<file path="config.mk">
export PLATFORM = sky130hd
export DESIGN_NAME = buffer_r
export DESIGN_NICKNAME = d
export VERILOG_FILES = /design/src/rtl/buffer_r_pkg.sv /design/src/rtl/buffer_r_fifo.sv /design/src/rtl/buffer_r.sv
export SDC_FILE = /design/constraint.sdc
export NUM_CORES = 1
export LEC_CHECK = 0
export ABC_AREA = 1
export CORE_ASPECT_RATIO = 1.5
export CORE_MARGIN = 10
export CORE_UTILIZATION = 45
export DETAILED_ROUTE_END_ITERATION = 16
export HOLD_SLACK_MARGIN = 0.1
export PLACE_DENSITY = 0.76
export SYNTH_ARGS = -nofsm -noshare
export SYNTH_HDL_FRONTEND = slang
export SYNTH_SLANG_ARGS = --single-unit
</file>
<file path="constraint.sdc">
create_clock -name rClk -period 5.4 [get_ports rClk]
set_input_delay 1.08 -clock rClk [delete_from_list [all_inputs] [get_ports rClk]]
set_output_delay 1.08 -clock rClk [all_outputs]
set_load 0.005 [all_outputs]
</file>
<file path="src/rtl/buffer_r_pkg.sv">
// Shared constants for the CoreUART receive-side host buffer: register map,
// status bit positions and the per-entry layout {fe, pe, data}.
package buffer_r_pkg;

  localparam logic [1:0] ADDR_DATA       = 2'b00;
  localparam logic [1:0] ADDR_STATUS     = 2'b01;
  localparam logic [1:0] ADDR_COUNT      = 2'b10;
  localparam logic [1:0] ADDR_STATUS_CLR = 2'b11;

  localparam int ST_RXRDY = 0;
  localparam int ST_FULL  = 1;
  localparam int ST_PE    = 2;
  localparam int ST_FE    = 3;
  localparam int ST_OVR   = 4;

  // Error flags sit directly above the data byte in each entry.
  localparam int FLAG_W  = 2;
  localparam int ENT_PE  = 0;
  localparam int ENT_FE  = 1;

endpackage

</file>
<file path="src/rtl/buffer_r_fifo.sv">
// Generic count-based FIFO: a push into a full FIFO is accepted only when a
// pop happens in the same cycle; otherwise it is dropped and flagged.
module buffer_r_fifo
  import buffer_r_pkg::*;
#(
  parameter int DEPTH = 4,
  parameter int AW    = 2,
  parameter int EW    = 10
) (
  input  logic          rClk,
  input  logic          rRst,
  input  logic          push,
  input  logic          pop,
  input  logic [EW-1:0] wdata,
  output logic [EW-1:0] rdata,
  output logic          full,
  output logic          empty,
  output logic          drop,
  output logic [AW:0]   count
);

  logic [EW-1:0] mem [DEPTH];
  logic [AW-1:0] rptr_p1, wptr_p1;
  logic [AW:0]   cnt_p1;
  logic          pop_ok, push_ok;

  assign empty   = (cnt_p1 == '0);
  assign full    = (cnt_p1 == (AW+1)'(DEPTH));
  assign pop_ok  = pop && !empty;
  assign push_ok = push && (!full || pop_ok);
  assign drop    = push && !push_ok;
  assign rdata   = mem[rptr_p1];
  assign count   = cnt_p1;

  // Pointer/count stage; pointers wrap naturally because DEPTH == 2**AW.
  always_ff @(posedge rClk) begin
    if (!rRst) begin
      rptr_p1 <= '0;
      wptr_p1 <= '0;
      cnt_p1  <= '0;
    end else begin
      if (push_ok) wptr_p1 <= wptr_p1 + 1'b1;
      if (pop_ok)  rptr_p1 <= rptr_p1 + 1'b1;
      case ({push_ok, pop_ok})
        2'b10:   cnt_p1 <= cnt_p1 + 1'b1;
        2'b01:   cnt_p1 <= cnt_p1 - 1'b1;
        default: cnt_p1 <= cnt_p1;
      endcase
    end
  end

  always_ff @(posedge rClk) begin
    if (rRst && push_ok) mem[wptr_p1] <= wdata;
  end

endmodule

</file>
<file path="src/rtl/buffer_r.sv">
// Receive-side host buffer: shifter pushes bytes with error flags, host reads
// data/status/count through a 2-bit address with a registered 1-cycle result.
module buffer_r
  import buffer_r_pkg::*;
#(
  parameter int DEPTH = 4,
  parameter int AW    = 2,
  parameter int DW    = 8
) (
  input  logic          rClk,
  input  logic          rRst,
  input  logic          rxWrEn,
  input  logic [DW-1:0] rxData,
  input  logic          rxParityErr,
  input  logic          rxFramingErr,
  input  logic          rRD,
  input  logic [1:0]    rpaddr,
  output logic [DW-1:0] rdataOut,
  output logic          rEMPTY,
  output logic          rFULL,
  output logic          rxrdy,
  output logic          rOVERRUN
);

  localparam int EW = DW + FLAG_W;

  logic [EW-1:0] ent_rd;
  logic [AW:0]   count;
  logic          drop, rd_data, rd_clr;
  logic          overrun_p1, last_pe_p1, last_fe_p1;
  logic [DW-1:0] status;

  function automatic logic [DW-1:0] pack_status(input logic ovr, input logic fe,
                                                 input logic pe, input logic full,
                                                 input logic rdy);
    logic [DW-1:0] s;
    s           = '0;
    s[ST_OVR]   = ovr;
    s[ST_FE]    = fe;
    s[ST_PE]    = pe;
    s[ST_FULL]  = full;
    s[ST_RXRDY] = rdy;
    return s;
  endfunction

  assign rd_data = rRD && (rpaddr == ADDR_DATA);
  assign rd_clr  = rRD && (rpaddr == ADDR_STATUS_CLR);

  buffer_r_fifo #(.DEPTH(DEPTH), .AW(AW), .EW(EW)) u_fifo (
    .rClk  (rClk),
    .rRst  (rRst),
    .push  (rxWrEn),
    .pop   (rd_data),
    .wdata ({rxFramingErr, rxParityErr, rxData}),
    .rdata (ent_rd),
    .full  (rFULL),
    .empty (rEMPTY),
    .drop  (drop),
    .count (count)
  );

  assign rxrdy    = !rEMPTY;
  assign rOVERRUN = overrun_p1;
  assign status   = pack_status(overrun_p1, last_fe_p1, last_pe_p1, rFULL, !rEMPTY);

  // Host read stage: decode address into rdataOut and update sticky flags.
  always_ff @(posedge rClk) begin
    if (!rRst) begin
      rdataOut   <= '0;
      overrun_p1 <= 1'b0;
      last_pe_p1 <= 1'b0;
      last_fe_p1 <= 1'b0;
    end else begin
      if (rRD) begin
        case (rpaddr)
          ADDR_DATA: begin
            if (!rEMPTY) begin
              rdataOut   <= ent_rd[DW-1:0];
              last_pe_p1 <= ent_rd[DW+ENT_PE];
              last_fe_p1 <= ent_rd[DW+ENT_FE];
            end else begin
              rdataOut <= '0;
            end
          end
          ADDR_STATUS: rdataOut <= status;
          ADDR_COUNT:  rdataOut <= DW'(count);
          default: begin
            rdataOut   <= status;
            last_pe_p1 <= 1'b0;
            last_fe_p1 <= 1'b0;
          end
        endcase
      end
      // A drop in the same cycle as a clear leaves overrun set.
      if (drop)        overrun_p1 <= 1'b1;
      else if (rd_clr) overrun_p1 <= 1'b0;
    end
  end

endmodule

</file>
==> results of run 1 <==
[worst max-delay path by stage]
| stage | depth (start not counted) | slack [ps] | end | startpoint |
|---|---|---|---|---|
| floorplan | 13 | 2740 | u_fifo.count[2] | rpaddr[0] |
| global placement | 9 | 2090 | u_fifo.mem[2][1] | rpaddr[0] |
| detailed placement | 9 | 2010 | u_fifo.mem[1][0] | rpaddr[0] |
| CTS | 9 | 2360 | u_fifo.mem[1][2] | rpaddr[0] |
| global route | 9 | 2180 | u_fifo.mem[2][3] | rpaddr[0] |
| finish | 9 | 2400 | u_fifo.mem[0][2] | rpaddr[0] |
[state kept, by name (all words and copies together), names as in the netlist, named ones only]
signal and cells:
last_fe_p1 1, rOVERRUN 1, u_fifo.wptr_p1 2, last_pe_p1 1, rdataOut 8, u_fifo.count 3
u_fifo.mem 40, u_fifo.rptr_p1 2
[through the flow]
step,area [um^2],power (mW)
2_1_floorplan,2780,0.597
3_3_place_gp,3100,0.637
3_5_place_dp,3100,0.640
4_1_cts,3270,0.997
5_1_grt,3270,1.03
6_report,3270,0.986
[routing by layer]
metal	global-route usage (%)	routed length, um	vias to the layer above
li1	-	-	989
met4	7.28	150	0
met5	0	0	-
met1	10.3	2040	846
met2	18.5	2530	34
met3	2.86	192	11
[critical path: cells and delay by family]
family | cells | cell delay, ps
fa+ha+maj | 1 | 210
simple gates | 5 | 1070
buf+inv | 3 | 600
[final cells by class]
cell class / instances / area, um^2 / area share (%)
timing repair buffer: 27 / 270 / 8.26
tap: 74 / 92.6 / 2.83
sequential: 60 / 1600 / 48.9
inverter: 65 / 249 / 7.61
clock buffer: 11 / 131 / 4.01
multi-input combinational: 164 / 888 / 27.1
clock inverter: 3 / 40.0 / 1.22
[layout by cell type, fill, tap and decap left out, drive strengths merged]
| cell type | instances |
|---|---|
| a21oi | 22 |
| bufinv | 1 |
| clkbuf | 11 |
| clkdlybuf4s50 | 27 |
| clkinv | 3 |
| dfxtp | 20 |
| edfxtp | 40 |
| fa | 1 |
| ha | 8 |
| inv | 64 |
| nand2 | 82 |
| nand3 | 25 |
| nor2 | 13 |
| nor3 | 1 |
| o21ai | 11 |
| xor2 | 1 |
[kinds of logic (layout without fill, tap and decap cells)]
kind of cell             after synthesis  in the layout  synth area share [%]
buffers and inverters                 72            106                  10.3
adder cells (fa/ha/maj)                9              9                  4.33
AND/OR/NAND/NOR                      121            121                  20.5
AO/OA/AOI/OAI                         33             33                  6.90
flip-flops                            60             60                  57.7
XOR/XNOR                               1              1                 0.316
[report_power, final]
group	leakage [nW]	internal (mW)	switching (mW)	total [mW]
Clock	0.0890	0.206	0.151	0.357
Sequential	0.527	0.507	0.0115	0.518
Combinational	0.787	0.0470	0.0638	0.111
Total	1.40	0.760	0.226	0.986
==> impl_results.md, run 1 <==
- Setup Viol. Count Final: 0
- Critical path peak fanout: 10
- Via density: approximately 4.7
- Ant. Diodes: 0
- DIE WIDTH: approximately 84 um
- Core ar.: slightly above 0.006 mm^2
- Largest net degree at the start of global routing: 22
- Synthesized cell area: 0.00278 mm^2
- HP Class: reg2reg
- ANT nets after route: 0
- Port bufs: 27
- WHS Endpoint: last_fe_p1
- EDFF count, synth: 40
- Initial Util: 45.6%
- Yosys warning count: 0
- Max-cap violations: 0
- Util after Layout: between 50% and 60%
- CTS resizes: 0
- Drt drc: 0
- Per-cell routed wire length: approximately 12 um
- Power Dens Cells: around 300 mW/mm^2
- Fin. Hold Viols: 0
- Endpoint type of the worst setup path: register
- CTS Hold Bufs: 0
- Die area: just under 0.01 mm^2
- Share of cells above drive strength 1: a little under an eighth
- # IOs: 28
- Most frequent cell on the critical path: nand2_2
- Worst-Margin Slew: slightly below 900 ps
- Clock Path Buffers: 2
- Total Nets Final: 352
- DRT Wirelength: between 4000 and 5000 um
- Rows: 35
- Critical Path RT: between 5000 and 6000 ps
- Final Max Tran Viols: 0
- RR Startpoint: u_fifo.count[1]
- Finished Layout Cells: about 400
- Root Buffer Master: clkbuf_8
- Slew margin rel.: between 40% and 50%
- Synth cell count leaders: nand2_1 (73), inv_1 (57), edfxtp_1 (40)
- Worst Skew: approximately 7.7 ps
- Hold path cells: 2
- Startpoint Class: primary input
- Post-CTS Setup Inserts: 0
- Avg Inst Size Synth: ~9.4 um^2
- H-Tree Depth: 3
- Post-DP HPWL: ~3800 um
- Final WS setup: 2400 ps
- Number of CTS-inserted buffers: 9
- Routed vias: about 1900
- Async SR Flop Fraction: 0%
- Crit-path cells: clkdlybuf4s50_1 > inv_1 > ha_1 > nand2_1 > nand3_1 > nand2_2 > inv_2 > nand2_2 > nor2_1
- GR Overflow Total: 0
- Share of the synthesized area in the top cell type: 43.3%
- Clk pin slew, worst setup/hold paths: 60 ps
- First drt pass iteration count: 4
- Synthesized instance count: between 200 and 300
- GR Util All Layers: 10.4%
- Iteration-0 DRC Markers: a little under 90
- #FFs+latches synth: 60
- Vias in the first global route: 1854
- FF-to-FF End: u_fifo.mem[0][2]
- Cell leakage power: 1.40 nW
- Clock sink total: 60
- Clock latency on the worst-skew pair: 330 ps
- Largest vdd supply drop: about 180 uV
- Final Wtd Congestion: slightly above 0.8
- Worst path max stage delay: ~700 ps
- First-pass GRT wire length: about 8300 um
- Filler Cells Inserted: roughly 540
- Synth Flop Type: edfxtp_1
- Die height: between 100 and 150 um
- Crit path time final: approximately 3000 ps
- RSZ-0062 raised after global routing: false
- Crit Path Category: in2reg
- Fin Setup TNS: 0 ps
- Max Fclk: between 300 and 400 MHz
- Slowest-stage cell, CP: nor2_1
- Period Utilization, post-route: a little under three fifths
- R2r setup slk: around 3500 ps
- Syn Nets: roughly 320
- Layout area overhead: 17.9%
- Largest area contributor in the netlist: edfxtp_1
- Outcome: finished, final reports clean
- Count leader, synth: nand2_1
- WHS: ~470 ps
- Inst Count DP: 390
- WP data arrival: between 2000 and 3000 ps
- Hold Crit Start: last_fe_p1
- Unique masters post-synth: 23
- Initial antenna violation count: 0
- CTS tree: done
- Synth area leaders: edfxtp_1 (43%), dfxtp_1 (14%), nand2_1 (9.9%)
- Pre-CTS WS: 2010 ps
- FF-to-FF path depth: 6
- Register area share after synthesis: 57.7%
Note: power is estimated with default switching activity, not from simulation.
==> inputs of run 2 (changes only) <==
==> constraint.sdc (replaced) <==
create_clock -name rClk -period 3.1 [get_ports rClk]
set_input_delay 0.62 -clock rClk [delete_from_list [all_inputs] [get_ports rClk]]
set_output_delay 0.62 -clock rClk [all_outputs]
set_load 0.005 [all_outputs]
==> impl_results.md, run 2 (synthesized netlist as in run 1, its figures left out) <==
- Via density: ~4.6
- Final Wtd Congestion: 0.812
- CTS tree: done
- Crit-path cells: clkdlybuf4s50_1 > inv_1 > ha_1 > nand2_1 > nand3_1 > nand2_2 > ha_1 > inv_1 > fa_1 > nand2_1 > nand3_1 > o21ai_0 > a21oi_1
- Worst-Margin Slew: 734 ps
- Post-DP HPWL: roughly 3700 um
- Drt drc: 0
- Share of cells above drive strength 1: approximately an eighth
- Worst Skew: between 10 and 15 ps
- Max-cap violations: 0
- First drt pass iteration count: 4
- Slew margin rel.: roughly half
- ANT nets after route: 0
- DIE WIDTH: around 84 um
- Largest reg by FF count: u_fifo.mem
- RSZ-0062 raised after global routing: false
- Fin. Hold Viols: 0
- Clock sink total: 60
- Period Utilization, post-route: approximately four fifths
- Worst path max stage delay: 510 ps
- Initial antenna violation count: 0
- Cell leakage power: roughly 1.4 nW
- Crit path time final: ~2500 ps
- Core ar.: 0.00609 mm^2
- Number of CTS-inserted buffers: 9
- Die area: between 0.009 and 0.01 mm^2
- FF-to-FF path depth: 10
- Die height: about 120 um
- Max FFs per register: 40
- Crit Path Category: in2reg
- Tot Pwr: around 1.9 mW
- Slowest-stage cell, CP: clkdlybuf4s50_1
- Most frequent cells in the layout: nand2_1 (73), inv_1 (57), edfxtp_1 (40)
- H-Tree Depth: 3
- Clk pin slew, worst setup/hold paths: ~60 ps
- Final Max Tran Viols: 0
- Initial Util: a little under half
- Power Dens Cells: between 500 and 600 mW/mm^2
- GR Overflow Total: 0
- HP Class: reg2reg
- Critical path peak fanout: 4
- Startpoint Class: primary input
- First-pass GRT wire length: ~8400 um
- Setup Viol. Count Final: 0
- WP data arrival: 2730 ps
- Per-cell routed wire length: ~12 um
- Iteration-0 DRC Markers: about 110
- Layout area overhead: 20.9%
- Endpoint type of the worst setup path: register
- Total Nets Final: around 360
- Largest vdd supply drop: roughly 280 uV
- DRT Wirelength: 4940 um
- Port bufs: 27
- Root Buffer Master: clkbuf_8
- CTS Hold Bufs: 0
- Outcome: finished, final reports clean
- Max Fclk: between 300 and 400 MHz
- Ant. Diodes: 0
- Commonest non-fill, non-tap cell in the layout: nand2_1
- GR Util All Layers: about a tenth
- Critical Path RT: 3320 ps
- # IOs: 28
- Largest net degree at the start of global routing: 22
- WHS: about 470 ps
- Clock Path Buffers: 2
- Vias in the first global route: about 1900
- Post-CTS Setup Inserts: 0
- CTS resizes: 0
- Fin Setup TNS: 0 ps
- Rows: 35
- Hold path cells: 2
- Routed vias: 1900
- Clock latency on the worst-skew pair: approximately 340 ps
## run 2: final timing paths
kind | startpoint | slack (ps) | endpoint
hold reg to reg | last_fe_p1 | 470 | last_fe_p1
setup reg to reg | u_fifo.count[1] | 1150 | u_fifo.count[2]
setup / recovery | rpaddr[1] | 590 | u_fifo.count[2]
hold / removal | last_fe_p1 | 470 | last_fe_p1
## run 2: per-stage QoR
step           std cells  cell area [um^2]  setup WS [ps]  utilization (%)
6_report             411              3360            585             55.1
5_1_grt              411              3360            451             55.1
4_1_cts              411              3360            590             55.1
3_5_place_dp         395              3140            242             51.6
3_3_place_gp         395              3140            333             51.6
2_1_floorplan        296              2780            899                -
## run 2: cell type report
type / instances / area, um^2
Clock buffer: 12 / 145
Clock inverter: 4 / 72.6
Fill cell: 527 / 2730
Inverter: 65 / 249
Multi-Input combinational cell: 164 / 888
Sequential cell: 60 / 1600
Tap cell: 74 / 92.6
Timing Repair Buffer: 32 / 308
## run 2: critical path: cells and delay by family
family | cells | cell delay (ps)
compound gates | 2 | 210
buf+inv | 3 | 620
simple gates | 5 | 500
fa+ha+maj | 3 | 770
## run 2: power breakdown
part	internal, mW	leakage [nW]	total (mW)	switching [mW]
clock	0.473	0.107	0.754	0.281
sequential	0.882	0.527	0.903	0.0203
combinational	0.0850	0.813	0.196	0.111
total	1.44	1.45	1.85	0.412
## run 2: routing by layer
layer | vias to the layer above | track usage (%) | part of all wire, %
met5 | - | 0 | 0
met4 | 0 | 5.94 | 2.3
met3 | 9 | 3.35 | 4.6
met2 | 34 | 18.9 | 52
met1 | 853 | 11.0 | 41
li1 | 1004 | - | -
